==> config.mk <==
export PLATFORM = sky130hd
export DESIGN_NAME = btn_debounce
export DESIGN_NICKNAME = d
export VERILOG_FILES = /design/src/rtl/btn_debounce.sv
export SDC_FILE = /design/constraint.sdc
export NUM_CORES = 1
export LEC_CHECK = 0
export CORE_MARGIN = 2
export CORE_UTILIZATION = 68
export DETAILED_ROUTE_END_ITERATION = 10
export GPL_ROUTABILITY_DRIVEN = 0
export PLACE_DENSITY_LB_ADDON = 0.1
export SYNTH_ARGS = -nofsm -noshare
export SYNTH_HDL_FRONTEND = slang
export SYNTH_SLANG_ARGS = --single-unit
==> constraint.sdc <==
create_clock -name clk -period 7.1 [get_ports clk]
set_input_delay 1.065 -clock clk [delete_from_list [all_inputs] [get_ports clk]]
set_output_delay 1.065 -clock clk [all_outputs]
set_load 0.01 [all_outputs]
==> src/rtl/btn_debounce.sv <==
// btn_debounce
//   Conditions raw push-buttons for the clock core. Each channel runs a
//   2-FF synchroniser (with polarity normalisation to 1 = pressed), a
//   debounce filter that accepts a change only after DEB_CYCLES consecutive
//   agreeing samples, and registered one-cycle press/release/step strobes.
//   While a button stays held, btn_step repeats after REPEAT_DELAY cycles
//   and then every REPEAT_PERIOD cycles (when REPEAT_EN is set).
//
// Ports
//   clk          in   1      system clock, all logic on posedge
//   rst          in   1      synchronous active-high reset
//   btn_raw      in   N_BTN  asynchronous raw button inputs
//   btn_level    out  N_BTN  debounced level, 1 = pressed
//   btn_press    out  N_BTN  one-cycle strobe on accepted press
//   btn_release  out  N_BTN  one-cycle strobe on accepted release
//   btn_step     out  N_BTN  one-cycle strobe on press and on each auto-repeat
module btn_debounce #(
  parameter int N_BTN         = 4,
  parameter int ACTIVE_LOW    = 1,
  parameter int DEB_CYCLES    = 500000,
  parameter int REPEAT_EN     = 1,
  parameter int REPEAT_DELAY  = 25000000,
  parameter int REPEAT_PERIOD = 5000000
) (
  input  logic             clk,
  input  logic             rst,
  input  logic [N_BTN-1:0] btn_raw,
  output logic [N_BTN-1:0] btn_level,
  output logic [N_BTN-1:0] btn_press,
  output logic [N_BTN-1:0] btn_release,
  output logic [N_BTN-1:0] btn_step
);

  localparam int CNT_W   = $clog2(DEB_CYCLES) + 1;
  localparam int RPT_MAX = (REPEAT_DELAY > REPEAT_PERIOD) ? REPEAT_DELAY : REPEAT_PERIOD;
  localparam int RCNT_W  = $clog2(RPT_MAX) + 1;

  localparam logic [CNT_W-1:0]  DEB_LAST    = CNT_W'(DEB_CYCLES - 1);
  localparam logic [RCNT_W-1:0] DELAY_LAST  = RCNT_W'(REPEAT_DELAY - 1);
  localparam logic [RCNT_W-1:0] PERIOD_LAST = RCNT_W'(REPEAT_PERIOD - 1);

  typedef enum logic [1:0] {
    S_IDLE  = 2'd0,
    S_PWAIT = 2'd1,
    S_HELD  = 2'd2,
    S_RWAIT = 2'd3
  } state_t;

  // ---- stage p0/p1: synchroniser, already normalised to 1 = pressed ----
  logic [N_BTN-1:0] r_sync_p0;
  logic [N_BTN-1:0] r_sync_p1;

  always_ff @(posedge clk) begin
    if (rst) begin
      r_sync_p0 <= '0;
      r_sync_p1 <= '0;
    end else begin
      r_sync_p0 <= (ACTIVE_LOW != 0) ? ~btn_raw : btn_raw;
      r_sync_p1 <= r_sync_p0;
    end
  end

  // ---- stage p2: per-channel debounce / repeat FSM with registered strobes ----
  for (genvar g = 0; g < N_BTN; g++) begin : g_ch
    state_t              r_state;
    state_t              w_state_nxt;
    logic [CNT_W-1:0]    r_cnt;
    logic [CNT_W-1:0]    w_cnt_nxt;
    logic [RCNT_W-1:0]   r_rcnt;
    logic [RCNT_W-1:0]   w_rcnt_nxt;
    logic [RCNT_W-1:0]   w_rlimit;
    logic [RCNT_W-1:0]   w_rcnt_inc;
    logic                r_first;
    logic                w_first_nxt;
    logic                r_level;
    logic                w_level_nxt;
    logic                r_press;
    logic                w_press_nxt;
    logic                r_release;
    logic                w_release_nxt;
    logic                r_step;
    logic                w_step_nxt;
    logic                w_sync;

    assign w_sync   = r_sync_p1[g];
    // r_first marks that the initial repeat delay has already elapsed
    assign w_rlimit = r_first ? PERIOD_LAST : DELAY_LAST;
    // Repeat counter keeps running while held (including RWAIT) but parks at
    // its compare value so it never wraps.
    assign w_rcnt_inc = (r_rcnt != w_rlimit) ? (r_rcnt + RCNT_W'(1)) : r_rcnt;

    always_comb begin
      w_state_nxt   = r_state;
      w_cnt_nxt     = r_cnt;
      w_rcnt_nxt    = r_rcnt;
      w_first_nxt   = r_first;
      w_level_nxt   = r_level;
      w_press_nxt   = 1'b0;
      w_release_nxt = 1'b0;
      w_step_nxt    = 1'b0;
      unique case (r_state)
        S_IDLE: begin
          if (w_sync) begin
            w_state_nxt = S_PWAIT;
            w_cnt_nxt   = CNT_W'(1);
          end
        end
        S_PWAIT: begin
          if (!w_sync) begin
            w_state_nxt = S_IDLE;
            w_cnt_nxt   = '0;
          end else if (r_cnt == DEB_LAST) begin
            w_state_nxt = S_HELD;
            w_cnt_nxt   = '0;
            w_level_nxt = 1'b1;
            w_press_nxt = 1'b1;
            w_step_nxt  = 1'b1;
            w_rcnt_nxt  = '0;
            w_first_nxt = 1'b0;
          end else begin
            w_cnt_nxt = r_cnt + CNT_W'(1);
          end
        end
        S_HELD: begin
          if (!w_sync) begin
            w_state_nxt = S_RWAIT;
            w_cnt_nxt   = CNT_W'(1);
            w_rcnt_nxt  = w_rcnt_inc;
          end else if ((REPEAT_EN != 0) && (r_rcnt == w_rlimit)) begin
            w_step_nxt  = 1'b1;
            w_rcnt_nxt  = '0;
            w_first_nxt = 1'b1;
          end else begin
            w_rcnt_nxt = w_rcnt_inc;
          end
        end
        S_RWAIT: begin
          // No repeat step can fire here; returning to HELD is silent.
          w_rcnt_nxt = w_rcnt_inc;
          if (w_sync) begin
            w_state_nxt = S_HELD;
            w_cnt_nxt   = '0;
          end else if (r_cnt == DEB_LAST) begin
            w_state_nxt   = S_IDLE;
            w_cnt_nxt     = '0;
            w_level_nxt   = 1'b0;
            w_release_nxt = 1'b1;
          end else begin
            w_cnt_nxt = r_cnt + CNT_W'(1);
          end
        end
        default: begin
          w_state_nxt = S_IDLE;
          w_cnt_nxt   = '0;
        end
      endcase
    end

    always_ff @(posedge clk) begin
      if (rst) begin
        r_state   <= S_IDLE;
        r_cnt     <= '0;
        r_rcnt    <= '0;
        r_first   <= 1'b0;
        r_level   <= 1'b0;
        r_press   <= 1'b0;
        r_release <= 1'b0;
        r_step    <= 1'b0;
      end else begin
        r_state   <= w_state_nxt;
        r_cnt     <= w_cnt_nxt;
        r_rcnt    <= w_rcnt_nxt;
        r_first   <= w_first_nxt;
        r_level   <= w_level_nxt;
        r_press   <= w_press_nxt;
        r_release <= w_release_nxt;
        r_step    <= w_step_nxt;
      end
    end

    assign btn_level[g]   = r_level;
    assign btn_press[g]   = r_press;
    assign btn_release[g] = r_release;
    assign btn_step[g]    = r_step;
  end

endmodule

==> results.py <==
metrics = {
    "synthesis": {
        "async_flop_share_pct": 0,
        "yosys.area_share.simple_pct": 33.5,
        "synthFlopType": "dfxtp_1",
        "synthDistinctLibCells": 69,
        "netlist_area_um2": 11900,
        "synth_edf_count": 0,
        "ys_ff_latch": 220,
        "yosys.area.top_type_share_pct": 36.9,
        "synthCells": 1500,
        "yosys.area_share.adder_pct": 2.94,
        "syn_avg_cell_area_um2": 7.95,
        "syn-num-nets": 1534,
        "yosys-top-cells-count": "dfxtp_1, nor2_1, nand2_1",
        "synthTopCellsByArea": "dfxtp_1, nor2_1, xnor2_1",
        "synthMuxAreaShare_pct": 1.23,
        "yosys.area.top_type": "dfxtp_1",
        "yosys.cell_count.top_type": "dfxtp_1",
        "ys_warn_count": 0,
        "synth_top_family_by_area": "simple AND/OR/NAND/NOR gates",
        "synth-xor-area-share_pct": 5.58,
        "synth_compound_area_share_pct": 15.3,
        "yosysSeqAreaShare_pct": 36.9,
    },
    "final_layout": {
        "area_delta_synth_final_pct": 8.14,
        "nNetsFinal": 1507,
        "utilization_pct": 74.8,
        "drive_above_1_share_pct": 5.43,
        "diodes": 0,
        "nFillCells": 1338,
    },
    "sta": {
        "fin_crit_ps": 3620,
        "tightest_slew_ps": 1210,
        "relSlewSlack_pct": 19.0,
        "fin_crit_sh_pct": 51.0,
        "setup_tns_ps": 0,
        "finalClockSkew_ps": 12.3,
        "fmax_mhz": 276,
        "setup_ws_ps": 3480,
        "report.final.slew_viol_count": 0,
        "rsz0062_at_grt": "no",
        "finalHoldViolCount": 0,
        "setup_viol": 0,
    },
    "global_route": {
        "grt_pass1_vias": 9867,
        "grt_max_degree": 65,
        "antenna_found_initial": 0,
        "grt_pass1_wl_um": 45400,
        "grt.overflow.total": 0,
        "track_usage_pct": 28.5,
    },
    "critical_path": {
        "rr_startpoint": "g_ch[1].r_rcnt[17]",
        "cpMaxStageDelayCell": "a2111oi_4",
        "regToRegEndpoint": "g_ch[1].r_rcnt[18]",
        "cp_max_fo": 17,
        "critPathRequiredTime_ps": 7510,
        "critPathCaptureType": "flop",
        "arrival_ps": 4030,
        "path_cells": "or4b_1 > or4_4 > a2111oi_4 > a31oi_4 > o21ai_1 > buf_4 > nor2_1",
        "worstSetupPathType": "reg2reg",
        "r2r_slack_ps": 3480,
        "worstSetupStartpoint": "g_ch[1].r_rcnt[17]",
        "r2r_cells": 7,
        "max_stage_delay_ps": 900,
        "crit_path_start_kind": "flop",
    },
    "routing": {
        "vias": 10885,
        "via_per_inst": 6.34,
        "wl_um": 26500,
        "wl_per_cell_um": 15.5,
        "drt-initial-drc-count": 861,
        "drt_first_pass_iters": 5,
        "ant_nets": 0,
        "drcViolationCount": 0,
    },
    "clocking": {
        "h-tree-depth": 1,
        "clk_pin_slew_ps": 60,
        "cts.sinks": 220,
        "postCtsHoldBufs": 0,
        "postCtsSetupBuffers": 0,
        "cts_resized": 0,
        "clock_latency_ps": 530,
        "cts_buffer_depth": 3,
        "cts_tree": "built",
        "clockRootBuffer": "clkbuf_16",
        "cts_buffers": 25,
    },
    "floorplan": {
        "io_pins": 22,
        "core_area_um2": 17200,
        "row_count": 48,
        "die_area_um2": 18600,
        "initial_core_util_pct": 69.2,
        "die_x_um": 136,
        "die_h_um": 136,
    },
    "place": {
        "dp_hpwl_um": 17100,
        "io_buffers": 21,
        "place_ws_ps": 3550,
    },
    "power": {
        "leakagePower_nw": 4.01,
        "p_per_area_nw_per_um2": 207,
        "vdd_ir_drop_max_uv": 207,
    },
    "run": {
        "drv_cap": 0,
    },
    "outcome": {
        "outcome": "finished, final reports clean",
    },
    "worst_hold_path": {
        "hold_class": "reg2reg",
        "min_path_cells": 1,
        "hold_start": "r_sync_p0[1]",
        "min_delay_worst_endpoint": "r_sync_p1[1]",
    },
}
==> metrics by stage <==
step / total power [mW] / cells / hold WS (ps) / instance area (um^2)
after floorplan: 1.44 / 1500 / 414 / 11900
after global placement: 1.48 / 1671 / 424 / 12100
after detailed placement: 1.49 / 1671 / 438 / 12100
after CTS: 2.69 / 1716 / 452 / 12900
after global routing: 2.77 / 1716 / 468 / 12900
final: 2.68 / 1716 / 441 / 12900
==> power breakdown <==
group	total, mW	internal (mW)	switching, mW
logic	0.200	0.0590	0.141
clock network	1.21	0.702	0.510
registers	1.26	1.25	0.0152
total	2.68	2.01	0.667
==> routing by layer <==
layer	global-route usage, %	vias up	wire length [um]
met5	0	-	0
met1	38.5	5197	12200
li1	-	5406	-
met2	48.0	232	12700
met3	3.17	50	1040
met4	8.85	0	551
==> state kept, by name, indices dropped and copies added, names as in the netlist, named ones only <==
signal          count
g_ch.r_cnt         80
g_ch.r_first        4
g_ch.r_level        4
g_ch.r_press        4
g_ch.r_rcnt       104
g_ch.r_release      4
g_ch.r_state        4
g_ch.r_step         4
r_sync_p0           4
r_sync_p1           4
==> cell families after synthesis <==
kind of cell | Yosys count
simple gates | 739
buf+inv | 127
xor+xnor | 76
compound gates | 296
flops | 220
fa+ha+maj | 28
mux | 14
==> area by class of cell <==
class	count	area [um^2]	area share (%)
clock buffers	37	721	5.59
clock inverters	8	50.0	0.388
inverters	37	139	1.08
multi-input cells	1153	6980	54.1
flip-flops and latches	220	4400	34.1
well taps	225	282	2.18
repair buffers	36	320	2.48
==> critical path: cells and delay by family, from the launching register on <==
family                 cells  cell delay [ps]
buffers and inverters      1              310
AND/OR/NAND/NOR            3             1100
flip-flops                 1              330
AO/OA/AOI/OAI              3             1760
==> worst max-delay path by stage <==
stage                              end  slack, ps  cells past startpoint
CTS                 g_ch[1].r_rcnt[18]       3540                      7
global placement    g_ch[1].r_rcnt[21]       3630                      7
finish              g_ch[1].r_rcnt[18]       3480                      7
global route        g_ch[1].r_rcnt[22]       3340                      7
detailed placement  g_ch[1].r_rcnt[18]       3550                      7
floorplan            g_ch[0].r_rcnt[0]       4090                     10
==> cell usage in the layout, fill, tap and decap left out, drive strengths merged, types with 5 or more instances in the layout <==
cell type / Yosys / routed
mux2i: 9 / 9
nor4b: 20 / 20
and4: 15 / 15
nand3b: 15 / 15
clkbuf: 63 / 37
a21oi: 103 / 103
a31oi: 29 / 29
and3: 29 / 29
mux2: 5 / 5
nand2: 125 / 125
clkdlybuf4s50: 0 / 20
nand4: 29 / 29
ha: 28 / 28
nand4b: 12 / 12
xnor2: 69 / 69
a211oi: 10 / 10
and2: 9 / 9
or4: 13 / 13
buf: 27 / 16
o21ai: 93 / 93
nor3b: 22 / 22
nor4bb: 10 / 10
xor2: 7 / 7
a22oi: 5 / 5
nand3: 81 / 81
nor2b: 18 / 18
and4b: 6 / 6
or4b: 9 / 9
nor2: 172 / 172
o211ai: 9 / 9
nand2b: 9 / 9
clkinv: 0 / 5
o211a: 6 / 6
nor4: 45 / 45
inv: 37 / 39
or3: 19 / 19
nor3: 72 / 72
dfxtp: 220 / 220
Note: power is estimated with default switching activity, not from simulation.
